**src/rtl/light_driver.sv**
```systemverilog
// -----------------------------------------------------------------------------
// light_driver
//
// Receiving end of the master_fsm mode/shift interface. Holds the BLINK1 and
// BLINK2 rate settings, divides the clock into base ticks and drives the bike
// lamp as steady off, steady on, a square wave (BLINK1) or a double-flash
// pattern (BLINK2).
//
// Parameters:
//   TICK_DIV        clock cycles per base tick (2..65535)
//
// Ports:
//   clk             system clock, rising edge
//   reset           asynchronous, active-high reset
//   state[3:0]      one-hot mode: 0001 OFF, 0010 ON, 0100 BLINK1, 1000 BLINK2
//   f1_shift_left   1-cycle pulse, BLINK1 faster (honoured only in BLINK1)
//   f1_shift_right  1-cycle pulse, BLINK1 slower (honoured only in BLINK1)
//   f2_shift_left   1-cycle pulse, BLINK2 faster (honoured only in BLINK2)
//   f2_shift_right  1-cycle pulse, BLINK2 slower (honoured only in BLINK2)
//   light           registered lamp drive
//   f1_rate[1:0]    current BLINK1 rate index (half period = 2^(3-r) ticks)
//   f2_rate[1:0]    current BLINK2 rate index (slot length = 2^(3-r) ticks)
// -----------------------------------------------------------------------------
module light_driver #(
  parameter int TICK_DIV = 1000
) (
  input  logic       clk,
  input  logic       reset,
  input  logic [3:0] state,
  input  logic       f1_shift_left,
  input  logic       f1_shift_right,
  input  logic       f2_shift_left,
  input  logic       f2_shift_right,
  output logic       light,
  output logic [1:0] f1_rate,
  output logic [1:0] f2_rate
);

  localparam int TICK_W = (TICK_DIV > 1) ? $clog2(TICK_DIV) : 1;
  localparam logic [TICK_W-1:0] TICK_LAST = TICK_W'(TICK_DIV - 1);

  localparam logic [3:0] ST_OFF    = 4'b0001;
  localparam logic [3:0] ST_ON     = 4'b0010;
  localparam logic [3:0] ST_BLINK1 = 4'b0100;
  localparam logic [3:0] ST_BLINK2 = 4'b1000;

  // Double flash: bit n is the lamp level during slot n (slots 0 and 2 lit).
  localparam logic [7:0] SLOT_PATTERN = 8'b0000_0101;

  logic [TICK_W-1:0] tick_cnt, tick_cnt_nxt;
  logic [2:0]        ph_cnt, ph_cnt_nxt;
  logic [2:0]        slot, slot_nxt;
  logic              blink_q, blink_nxt;
  logic [3:0]        prev_state;
  logic              light_nxt;
  logic [1:0]        f1_rate_nxt, f2_rate_nxt;
  logic              mode_change;
  logic              tick;

  // Last phase-counter value of a half period: H-1 with H = 2^(3-r).
  function automatic logic [2:0] half_last(input logic [1:0] r);
    logic [2:0] res;
    case (r)
      2'd0:    res = 3'd7;
      2'd1:    res = 3'd3;
      2'd2:    res = 3'd1;
      default: res = 3'd0;
    endcase
    return res;
  endfunction

  // Saturating rate step; simultaneous left and right cancel out.
  function automatic logic [1:0] rate_step(input logic [1:0] r,
                                           input logic       faster,
                                           input logic       slower);
    logic [1:0] res;
    res = r;
    if (faster && !slower && (r != 2'd3)) res = r + 2'd1;
    else if (slower && !faster && (r != 2'd0)) res = r - 2'd1;
    return res;
  endfunction

  assign mode_change = (state != prev_state);
  assign tick        = (tick_cnt == TICK_LAST);

  always_comb begin
    tick_cnt_nxt = tick_cnt;
    ph_cnt_nxt   = ph_cnt;
    slot_nxt     = slot;
    blink_nxt    = blink_q;
    light_nxt    = 1'b0;

    if (mode_change) begin
      // Fresh entry: prescaler clears too, so the first phase is exactly H ticks.
      tick_cnt_nxt = '0;
      ph_cnt_nxt   = 3'd0;
      slot_nxt     = 3'd0;
      blink_nxt    = 1'b1;
    end else begin
      tick_cnt_nxt = tick ? '0 : tick_cnt + TICK_W'(1);
      if (tick) begin
        // >= rather than == so a rate raised mid-phase ends the phase at the
        // next tick instead of counting past the new limit.
        if (state == ST_BLINK1) begin
          if (ph_cnt >= half_last(f1_rate)) begin
            ph_cnt_nxt = 3'd0;
            blink_nxt  = ~blink_q;
          end else begin
            ph_cnt_nxt = ph_cnt + 3'd1;
          end
        end else if (state == ST_BLINK2) begin
          if (ph_cnt >= half_last(f2_rate)) begin
            ph_cnt_nxt = 3'd0;
            slot_nxt   = slot + 3'd1;
          end else begin
            ph_cnt_nxt = ph_cnt + 3'd1;
          end
        end
      end
    end

    // Lamp follows the post-edge phase so entry shows the lit phase at once.
    case (state)
      ST_OFF:    light_nxt = 1'b0;
      ST_ON:     light_nxt = 1'b1;
      ST_BLINK1: light_nxt = blink_nxt;
      ST_BLINK2: light_nxt = SLOT_PATTERN[slot_nxt];
      default:   light_nxt = 1'b0;
    endcase

    f1_rate_nxt = (state == ST_BLINK1) ?
                  rate_step(f1_rate, f1_shift_left, f1_shift_right) : f1_rate;
    f2_rate_nxt = (state == ST_BLINK2) ?
                  rate_step(f2_rate, f2_shift_left, f2_shift_right) : f2_rate;
  end

  always_ff @(posedge clk or posedge reset) begin
    if (reset) begin
      tick_cnt   <= '0;
      ph_cnt     <= 3'd0;
      slot       <= 3'd0;
      blink_q    <= 1'b0;
      prev_state <= ST_OFF;
      light      <= 1'b0;
      f1_rate    <= 2'd1;
      f2_rate    <= 2'd1;
    end else begin
      tick_cnt   <= tick_cnt_nxt;
      ph_cnt     <= ph_cnt_nxt;
      slot       <= slot_nxt;
      blink_q    <= blink_nxt;
      prev_state <= state;
      light      <= light_nxt;
      f1_rate    <= f1_rate_nxt;
      f2_rate    <= f2_rate_nxt;
    end
  end

endmodule
```
**config.mk**
```make
export PLATFORM = sky130hd
export DESIGN_NAME = light_driver
export DESIGN_NICKNAME = d
export VERILOG_FILES = /design/src/rtl/light_driver.sv
export SDC_FILE = /design/constraint.sdc
export NUM_CORES = 1
export LEC_CHECK = 0
export BUFFER_PORTS_ARGS = -buffer_cell sky130_fd_sc_hd__buf_2
export CELL_PAD_IN_SITES_DETAIL_PLACEMENT = 1
export CELL_PAD_IN_SITES_GLOBAL_PLACEMENT = 1
export CORE_MARGIN = 2
export CORE_UTILIZATION = 45
export DETAILED_ROUTE_END_ITERATION = 10
export GPL_TIMING_DRIVEN = 0
export PLACE_DENSITY = 0.89
export RECOVER_POWER = 100
export SLEW_MARGIN = 20
export SYNTH_ARGS = -nofsm -noshare
export SYNTH_HDL_FRONTEND = slang
export SYNTH_SLANG_ARGS = --single-unit
```
**constraint.sdc**
```tcl
create_clock -name clk -period 2.88 [get_ports clk]
set_clock_uncertainty 0.2 [all_clocks]
set_input_delay 0.144 -clock clk [delete_from_list [all_inputs] [get_ports clk]]
set_output_delay 0.144 -clock clk [all_outputs]
set_load 0.02 [all_outputs]
```
==> results of run 1 <==
[power by group through the flow]
stage	Combinational, µW	Sequential, µW	Clock (µW)
final	370	448	170
after CTS	378	451	171
after floorplan	218	489	0
after detailed placement	370	458	0
after global placement	328	454	0
after global routing	422	458	190
[registers in the layout, indices dropped and copies added, names as in the netlist]
signal / cells
prev_state: 4
light: 1
f2_rate: 2
tick_cnt: 10
slot: 3
ph_cnt: 3
blink_q: 1
f1_rate: 2
[metrics by stage]
step                hold WS (ns)   util  setup WS, ns  power (µW)  instance area [µm²]
CTS                       0.0156  0.534         0.249        1000                 1780
global route              0.0639  0.531        0.0322        1070                 1770
global placement          0.0995  0.508         0.395         782                 1700
floorplan                -0.0515      -         0.505         707                 1570
finish                   0.00542  0.531         0.265         989                 1770
detailed placement         0.104  0.508         0.286         829                 1700
[per-layer routing]
| layer | part of all wire | vias to the layer above | GRT usage |
|---|---|---|---|
| li1 | - | 579 | - |
| met4 | 0.028 | 0 | 0.0861 |
| met3 | 0.016 | 9 | 0.0250 |
| met5 | 0 | - | 0 |
| met2 | 0.53 | 18 | 0.368 |
| met1 | 0.42 | 606 | 0.230 |
[synth_stat cells (2+ instances only)]
cell and n:
nor2_1 14, a21oi_1 3, nand2_1 12, nand3_1 5
nand4_1 3, dfstp_2 3, and3_1 2, xor2_1 5
nor2b_1 4, dfrtp_1 23, nor3b_1 4, o21ai_1 2
ha_1 18, or2b_1 3, xnor2_1 11, o21ai_0 8
inv_1 14, mux2i_1 3
[final timing paths]
check / cells after the start / endpoint / slack (ns)
max: 9 / light / 0.26
max reg2reg: 9 / light / 0.26
min in group asynchronous: 3 / tick_cnt[9] / 0.36
min: 4 / f2_rate[1] / 0.005
max in group asynchronous: 3 / f2_rate[1] / 1.53
min reg2reg: 1 / tick_cnt[0] / 0.31
[cell families (layout without fill, tap and decap cells)]
| family | Yosys count | after routing | synth area share |
|---|---|---|---|
| AND/OR/NAND/NOR | 58 | 58 | 0.213 |
| flip-flops | 26 | 26 | 0.417 |
| AO/OA/AOI/OAI | 19 | 19 | 0.0742 |
| adder cells (fa/ha/maj) | 18 | 18 | 0.144 |
| XOR/XNOR | 16 | 16 | 0.0893 |
| buffers and inverters | 16 | 40 | 0.0439 |
| multiplexers | 3 | 3 | 0.0191 |
[worst max-delay path, stage by stage (launching register included)]
cell and delay [ns]:
dfstp_2 0.60, inv_1 0.08, ha_1 0.21, o21ai_0 0.16, ha_1 0.15, nand2_1 0.05, o21ai_0 0.39, nand3_1 0.22
mux2i_1 0.22, o311ai_1 0.27
[layout make-up]
class / count / area, µm²
fill: 395 / 1560
sequential: 26 / 654
inverter: 14 / 52.6
tap: 46 / 57.6
multi-input combinational: 114 / 846
timing repair buffer: 20 / 121
clock buffer: 4 / 26.3
buffer: 2 / 15.0
[timing repair]
action,CTS,global route
hold endpoints to repair,29,0
hold buffers,6,0
setup endpoints to repair,0,1
resized for setup,0,1
==> out/results.tsv, run 1 <==
metric	value	unit
crit path max fanout	5	
Net Count, Synth	184	
Max Freq	0.382	GHz
Longest Clk Path Bufs	2	
Flop pwr share	0.453	
routability cong.	0.757	
initial antenna violation count	0	
Final Cycle Share	0.908	
placed cell count	216	
hold path startpoint	f2_shift_right	
CTS clk-pin slew, worst paths	0.14	ns
Synth Warn #	0	
Die W	63.1	µm
router iterations before antenna repair	4	
DR WL/cell	15.4	µm
Initial Utilization	0.470	
count of different cell masters after synthesis	37	
post-synth top area cell	dfrtp_1	
DIE HEIGHT	63.1	µm
Iter 0 DRT Violations	25	
cell-internal power	609	µW
vias in the first global route	1358	
Clk Latency, worst-skew pair	0.33	ns
FF-to-FF Start	f2_rate[0]	
power per cell area	558	nW/µm²
Critical Path Start	f2_rate[0]	
DRC viols	0	
ratio of cells with drive above 1 in the final layout	0.100	
Worst setup EP type	register	
area delta synth->final	13.0	%
Clock power frac	0.172	
ys async rst share	1.00	
gr usage total	0.200	
clock buffer count from CTS	3	
worst-margin pin slew	0.968	ns
Seq/Total Area, Yosys	0.417	
combinational share of power	0.375	
commonest non-fill, non-tap cell in the layout	dfrtp_1	
Post-Syn Area per Cell	10.1	µm²
endpoints failing hold	0	
H-Tree Depth	1	
worst vdd ir	0.000357	V
Routed WL	3480	µm
CTS sink cnt	26	
largest net degree at the start of global routing	27	
Port-buffer cells	14	
P_leak	0.000788	µW
#FFs+latches synth	26	
CTS tree	built	
Yosys top cell area share	0.367	
Vias/cell	5.36	
worst path arrival time	2.66	ns
Post-synth EDFFs	0	
core area	3340	µm²
WS Path Type	register to register	
final setup vio count	0	
status	finished, final reports clean	
# Post-CTS Setup Buffers	0	
Worst Path Required	2.92	ns
CTS root buf	clkbuf_4	
antenna cells	0	
switching share of power	0.384	
non-filler cells, final	226	
Area contributors post-synth	dfrtp_1, ha_1, xnor2_1	
commonest register cell after synthesis	dfrtp_1	
Tmin final	2.62	ns
row count	21	
Final HPWL DP	2560	µm
first-pass GRT wire length	6220	µm
grt ovf	0	
max-slew violations	0	
Slew HR	0.354	
Syn Inst Count	156	
Fin Setup TNS	0	ns
IO Count	15	
startpoint types	register	
Via Count	1212	
worst hold path type	input pin to register	
RSZ-0062 raised after global routing	no	
die area	3980	µm²
most frequent cells in the layout	dfrtp_1, ha_1, inv_1, nor2_1, nand2_1	
Mapped Area	1570	µm²
max cap viols	0	
switching power total	379	µW
final antenna-violating net count	0	
Nets	209	
(Power assumes the default switching activity.)
==> run 2, diff against run 1 <==
==> constraint.sdc (replaced) <==
create_clock -name clk -period 2.88 [get_ports clk]
set_clock_uncertainty 0.2 [all_clocks]
set_input_delay 0.144 -clock clk [delete_from_list [all_inputs] [get_ports clk]]
set_output_delay 0.144 -clock clk [all_outputs]
set_load 0.005 [all_outputs]
==> run 2 against run 1 <==
  * Clock power barely moved
  * Core utilization rose by 0.11 points
  * Non-clock buffer count unchanged
  * Sequential share of layout area decreased by 0.078 points
  * First-iteration DRC count unchanged
  * Sequential power barely moved
  * Total power down 3.1%
  * Setup slack better by 0.00093 ns
  * Wire length fell by 0.12%
  * Global-route usage unchanged
  * Maximum frequency about the same
==> out/results.tsv, run 2 (synthesized netlist as in run 1, its figures left out) <==
metric	value	unit
endpoints failing hold	0	
DIE HEIGHT	63.1	µm
CTS sink cnt	26	
non-filler cells, final	226	
initial antenna violation count	0	
startpoint types	register	
Clk Latency, worst-skew pair	0.33	ns
FF-to-FF Start	f2_rate[0]	
clock buffer count from CTS	3	
CP bufs+invs	1	
R2R depth	9	
Nets	209	
CTS clk-pin slew, worst paths	0.14	ns
DRC viols	0	
worst path arrival time	2.65	ns
most frequent cells in the layout	dfrtp_1, ha_1, inv_1, nor2_1, nand2_1	
ratio of cells with drive above 1 in the final layout	0.117	
critical path's slowest cell	dfstp_2	
worst hold path type	input pin to register	
router iterations before antenna repair	4	
Final HPWL DP	2560	µm
max reg flops	10	
die area	3980	µm²
FILL cells	395	
vias in the first global route	1358	
Critical Path Start	f2_rate[0]	
Critical Path Stages	9	
Max Freq	0.383	GHz
commonest non-fill, non-tap cell in the layout	dfrtp_1	
biggest regs	tick_cnt: 10 flops, prev_state: 4 flops	
Final Cycle Share	0.908	
area delta synth->final	13.2	%
CP top delay family	compound AO/OA/AOI/OAI gates	
CTS tree	built	
placed cell count	216	
antenna cells	0	
worst vdd ir	0.000355	V
max cap viols	0	
Port-buffer cells	14	
Die W	63.1	µm
register area	654	µm²
crit path max fanout	5	
Largest Register	tick_cnt	
core area	3340	µm²
routability cong.	0.757	
RSZ-0062 raised after global routing	no	
Iter 0 DRT Violations	25	
Fin Setup TNS	0	ns
Tmin final	2.61	ns
first-pass GRT wire length	6220	µm
H-Tree Depth	1	
R2R setup slack	0.27	ns
row count	21	
Initial Utilization	0.470	
gr usage total	0.200	
largest net degree at the start of global routing	27	
WS Path Type	register to register	
CP Capture Point	light	
final antenna-violating net count	0	
grt ovf	0	
CP cell instances	inv_1 > ha_1 > o21ai_0 > ha_1 > nand2_1 > o21ai_0 > nand3_1 > mux2i_1 > o311ai_1	
Worst Path Required	2.92	ns
terminus of the critical flop-to-flop path	light	
Vias/cell	5.38	
Via Count	1217	
final setup vio count	0	
worst-margin pin slew	0.968	ns
status	finished, final reports clean	
Routed WL	3470	µm
CTS root buf	clkbuf_4	
max-slew violations	0	
Longest Clk Path Bufs	2	
P_leak	0.000799	µW
power per cell area	539	nW/µm²
hold path startpoint	f2_shift_right	
Crit path largest cell delay	0.60	ns
Worst setup EP type	register	
IO Count	15	
DR WL/cell	15.4	µm
area of the multi-input gates	846	µm²
Slew HR	0.354	
run 2: cell count changes in the layout (fill, tap and decap cells not counted), sizes merged:
cell    before  now
clkbuf      12    9
buf          8   11
run 2: metrics by stage:
| stage | instance area, µm² | setup WS (ns) | total power [µW] | util | hold slack (ns) |
|---|---|---|---|---|---|
| after detailed placement | 1700 | 0.286 | 794 | 0.508 | 0.104 |
| after CTS | 1780 | 0.249 | 966 | 0.534 | 0.0156 |
| final | 1780 | 0.266 | 958 | 0.532 | 0.00542 |
| after global routing | 1780 | 0.0322 | 1040 | 0.532 | 0.0639 |
| after floorplan | 1570 | 0.575 | 673 | - | -0.0515 |
| after global placement | 1700 | 0.395 | 748 | 0.508 | 0.0995 |
run 2: tightest hold or removal path, cell delays in order:
cell	delay, ns
buf_2	0.09
nor3b_1	0.06
xor2_1	0.13
o21ai_0	0.08
run 2: layer usage:
| layer | vias to the layer above | global-route usage | routed length (µm) |
|---|---|---|---|
| met5 | - | 0 | 0 |
| met4 | 0 | 0.0861 | 99 |
| met3 | 9 | 0.0250 | 56 |
| met2 | 18 | 0.368 | 1860 |
| met1 | 610 | 0.230 | 1460 |
| li1 | 580 | - | - |
run 2: final cells by class:
class,count,share of cell area
Multi-Input combinational cell,114,0.476
Sequential cell,26,0.368
Timing Repair Buffer,20,0.0704
Tap cell,46,0.0324
Inverter,14,0.0296
Clock buffer,4,0.0148
Buffer,2,0.00845
run 2: how the worst min path moves through the flow:
| stage | end | cells past startpoint |
|---|---|---|
| after detailed placement | prev_state[0] | 1 |
| after global placement | prev_state[0] | 1 |
| after global routing | f2_rate[1] | 4 |
| final | f2_rate[1] | 4 |
| after floorplan | prev_state[0] | 0 |
| after CTS | f2_rate[1] | 4 |
run 2: repair_timing:
action,in CTS,in global routing
endpoints found under the hold margin,29,0
setup buffers,0,0
hold buffers,6,0
resized for setup,0,1
endpoints found under the setup margin,0,1
run 2: power by group:
group | total (µW) | switching [µW] | internal [µW] | leakage (µW)
clock network | 170 | 116 | 54.4 | 0.0000150
logic | 340 | 188 | 152 | 0.000447
registers | 448 | 41.1 | 407 | 0.000337
total | 958 | 345 | 613 | 0.000799
==> run 3, diff against run 2 <==
--- a/config.mk
+++ b/config.mk
@@ -5,14 +5,15 @@
 export SDC_FILE = /design/constraint.sdc
 export NUM_CORES = 1
 export LEC_CHECK = 0
+export ABC_AREA = 1
 export BUFFER_PORTS_ARGS = -buffer_cell sky130_fd_sc_hd__buf_2
 export CELL_PAD_IN_SITES_DETAIL_PLACEMENT = 1
 export CELL_PAD_IN_SITES_GLOBAL_PLACEMENT = 1
 export CORE_MARGIN = 2
-export CORE_UTILIZATION = 45
+export CORE_UTILIZATION = 44
 export DETAILED_ROUTE_END_ITERATION = 10
 export GPL_TIMING_DRIVEN = 0
-export PLACE_DENSITY = 0.89
+export PLACE_DENSITY = 0.9
 export RECOVER_POWER = 100
 export SLEW_MARGIN = 20
 export SYNTH_ARGS = -nofsm -noshare
==> constraint.sdc (replaced) <==
create_clock -name clk -period 3 [get_ports clk]
set_clock_uncertainty 0.2 [all_clocks]
set_input_delay 0.15 -clock clk [delete_from_list [all_inputs] [get_ports clk]]
set_output_delay 0.15 -clock clk [all_outputs]
set_load 0.005 [all_outputs]
==> run 3 against run 2 <==
  * Clock-buffer cell count fell by 1
  * Combinational power barely moved
  * Sequential power fell by 4.9%
  * Via count rose by 9.0%
  * Clock power rose by 71%
  * Total power rose by 10%
  * Final cell count rose by 17%
  * Register-to-register slack improved by 0.24 ns
  * Hold slack improved by 0.076 ns
  * Critical path type is now input pin to register
  * Largest cell class unchanged
  * Largest power group unchanged
==> out/results.tsv, run 3 <==
metric	value	unit
final setup vio count	0	
WS Path Type	input pin to register	
Post-Syn Area per Cell	8.36	µm²
grt ovf	0	
P_leak	0.000937	µW
count of different cell masters after synthesis	26	
max reg flops	10	
Routed WL	3400	µm
Iter 0 DRT Violations	21	
clock buffer count from CTS	3	
Hold-fix buffers, CTS	5	
top-count cell post-synth	nand2_1	
Pwr Total	1060	µW
Net Count, Synth	221	
commonest register cell after synthesis	dfrtp_1	
Largest Register	tick_cnt	
Final Cycle Share	0.855	
startpoint types	input pin	
Clk Latency, worst-skew pair	0.27	ns
Yosys top cell area share	0.357	
Area contributors post-synth	dfrtp_1, ha_1, nand2_1	
largest net degree at the start of global routing	27	
worst path arrival time	2.57	ns
Syn Inst Count	193	
CTS clk-pin slew, worst paths	0.09	ns
router iterations before antenna repair	4	
initial antenna violation count	0	
CTS tree	built	
cell repeated most along the worst path	nand2_1	
#FFs+latches synth	26	
worst hold path type	input pin to register	
ratio of cells with drive above 1 in the final layout	0.125	
# Post-CTS Setup Buffers	0	
terminus of the critical flop-to-flop path	light	
most common library cells after synthesis	nand2_1, inv_1, dfrtp_1	
DRC viols	0	
max cap viols	0	
H-Tree Depth	1	
critical path's slowest cell	nor3_1	
Port-buffer cells	14	
Final HPWL DP	2470	µm
Vias/cell	5.02	
status	finished, final reports clean	
worst-margin pin slew	0.986	ns
most frequent cells in the layout	nand2_1, inv_1, dfrtp_1	
endpoints failing hold	0	
met1 usage	0.212	
Critical Path Start	state[2]	
IO Count	15	
R2R depth	10	
Worst setup EP type	register	
routability cong.	0.758	
FF-to-FF Start	f1_rate[0]	
Crit path largest cell delay	0.76	ns
Via Count	1326	
post-synth top area cell	dfrtp_1	
DR WL/cell	12.9	µm
core area	3610	µm²
Initial Utilization	0.448	
Max Freq	0.390	GHz
hold path depth	4	
Synth Warn #	0	
CTS root buf	clkbuf_8	
Tmin final	2.56	ns
gr usage total	0.190	
CP cell instances	dlygate4sd3_1 > clkbuf_1 > inv_1 > nand2_1 > nand4_2 > nor3_1 > nand2_2 > inv_2 > nand2_1 > nor2_1	
commonest non-fill, non-tap cell in the layout	nand2_1	
antenna cells	0	
Mapped Area	1610	µm²
global route hottest layer	met2	
Fin Setup TNS	0	ns
biggest regs	tick_cnt: 10 flops, prev_state: 4 flops	
die area	4170	µm²
Seq/Total Area, Yosys	0.405	
Post-synth EDFFs	0	
Hold EP	f1_rate[0]	
M3 GR Usage	0.0382	
power per cell area	574	nW/µm²
final antenna-violating net count	0	
worst vdd ir	0.000409	V
hold path startpoint	f1_shift_right	
Nets	245	
routing usage on met2	0.368	
Slew HR	0.337	
CTS sink cnt	26	
Worst Path Required	3.01	ns
row count	22	
ys async rst share	1.00	
Longest Clk Path Bufs	2	
vias in the first global route	1407	
Die W	64.6	µm
RSZ-0062 raised after global routing	no	
R2R setup slack	0.51	ns
post-CTS sizing	0	
FILL cells	451	
area delta synth->final	14.1	%
max-slew violations	0	
first-pass GRT wire length	6200	µm
DIE HEIGHT	64.6	µm
crit path max fanout	8	
## run 3: cell count changes in the layout (fill, tap and decap cells not counted), moves of 4 or more
cell,delta
a21oi_1,+6
inv_1,+18
nand2_1,+22
nand3_1,+9
nor2b_1,-4
nor3_1,+8
nor3b_1,-4
xnor2_1,-10
## run 3: worst max path at each step
stage	to	slack [ns]
final	tick_cnt[8]	0.44
after global routing	tick_cnt[8]	0.23
after detailed placement	light	0.62
after global placement	light	0.69
after floorplan	light	0.88
after CTS	light	0.57
## run 3: worst max-delay path, delay by kind of cell
family                 cells  cell delay [ns]
buffers and inverters      4             0.99
and+or+nand+nor            6             1.42
## run 3: layout make-up
type                    instances  area (µm²)  area share
flip-flops and latches         26         654       0.355
repair buffers                 19         115      0.0625
well taps                      48        60.1      0.0326
clock buffers                   3        41.3      0.0224
inverters                      34         128      0.0693
clock inverters                 1        30.0      0.0163
multi-input cells             133         813       0.442
## run 3: kinds of logic after synthesis
| logic type | share of synthesized area |
|---|---|
| buffers and inverters | 0.0791 |
| DFF | 0.405 |
| xor gates and xnor gates | 0.0380 |
| adders and majority gates | 0.140 |
| and+or+nand+nor | 0.267 |
| AOI/OAI and AO/OA | 0.0705 |
## run 3: report_power, final
group / leakage (µW) / switching, µW / internal, µW
registers: 0.000334 / 37.0 / 389
logic: 0.000567 / 201 / 140
clock network: 0.0000357 / 111 / 179
## run 3: routing by layer
layer | wire (µm) | vias up | part of all wire
met5 | 0 | - | 0
met4 | 36 | 0 | 0.011
met3 | 81 | 6 | 0.024
met2 | 1820 | 15 | 0.54
met1 | 1460 | 642 | 0.43
li1 | - | 663 | -
## run 3: stage by stage
stage / cell area (µm²) / hold WS (ns) / util / worst slack (ns) / cells
3_5_place_dp: 1740 / 0.0940 / 0.484 / 0.619 / 255
6_report: 1840 / 0.0817 / 0.511 / 0.436 / 264
2_1_floorplan: 1610 / -0.0455 / - / 0.876 / 193
3_3_place_gp: 1740 / 0.0945 / 0.484 / 0.689 / 255
4_1_cts: 1870 / 0.0739 / 0.517 / 0.571 / 264
5_1_grt: 1840 / 0.0793 / 0.511 / 0.227 / 264
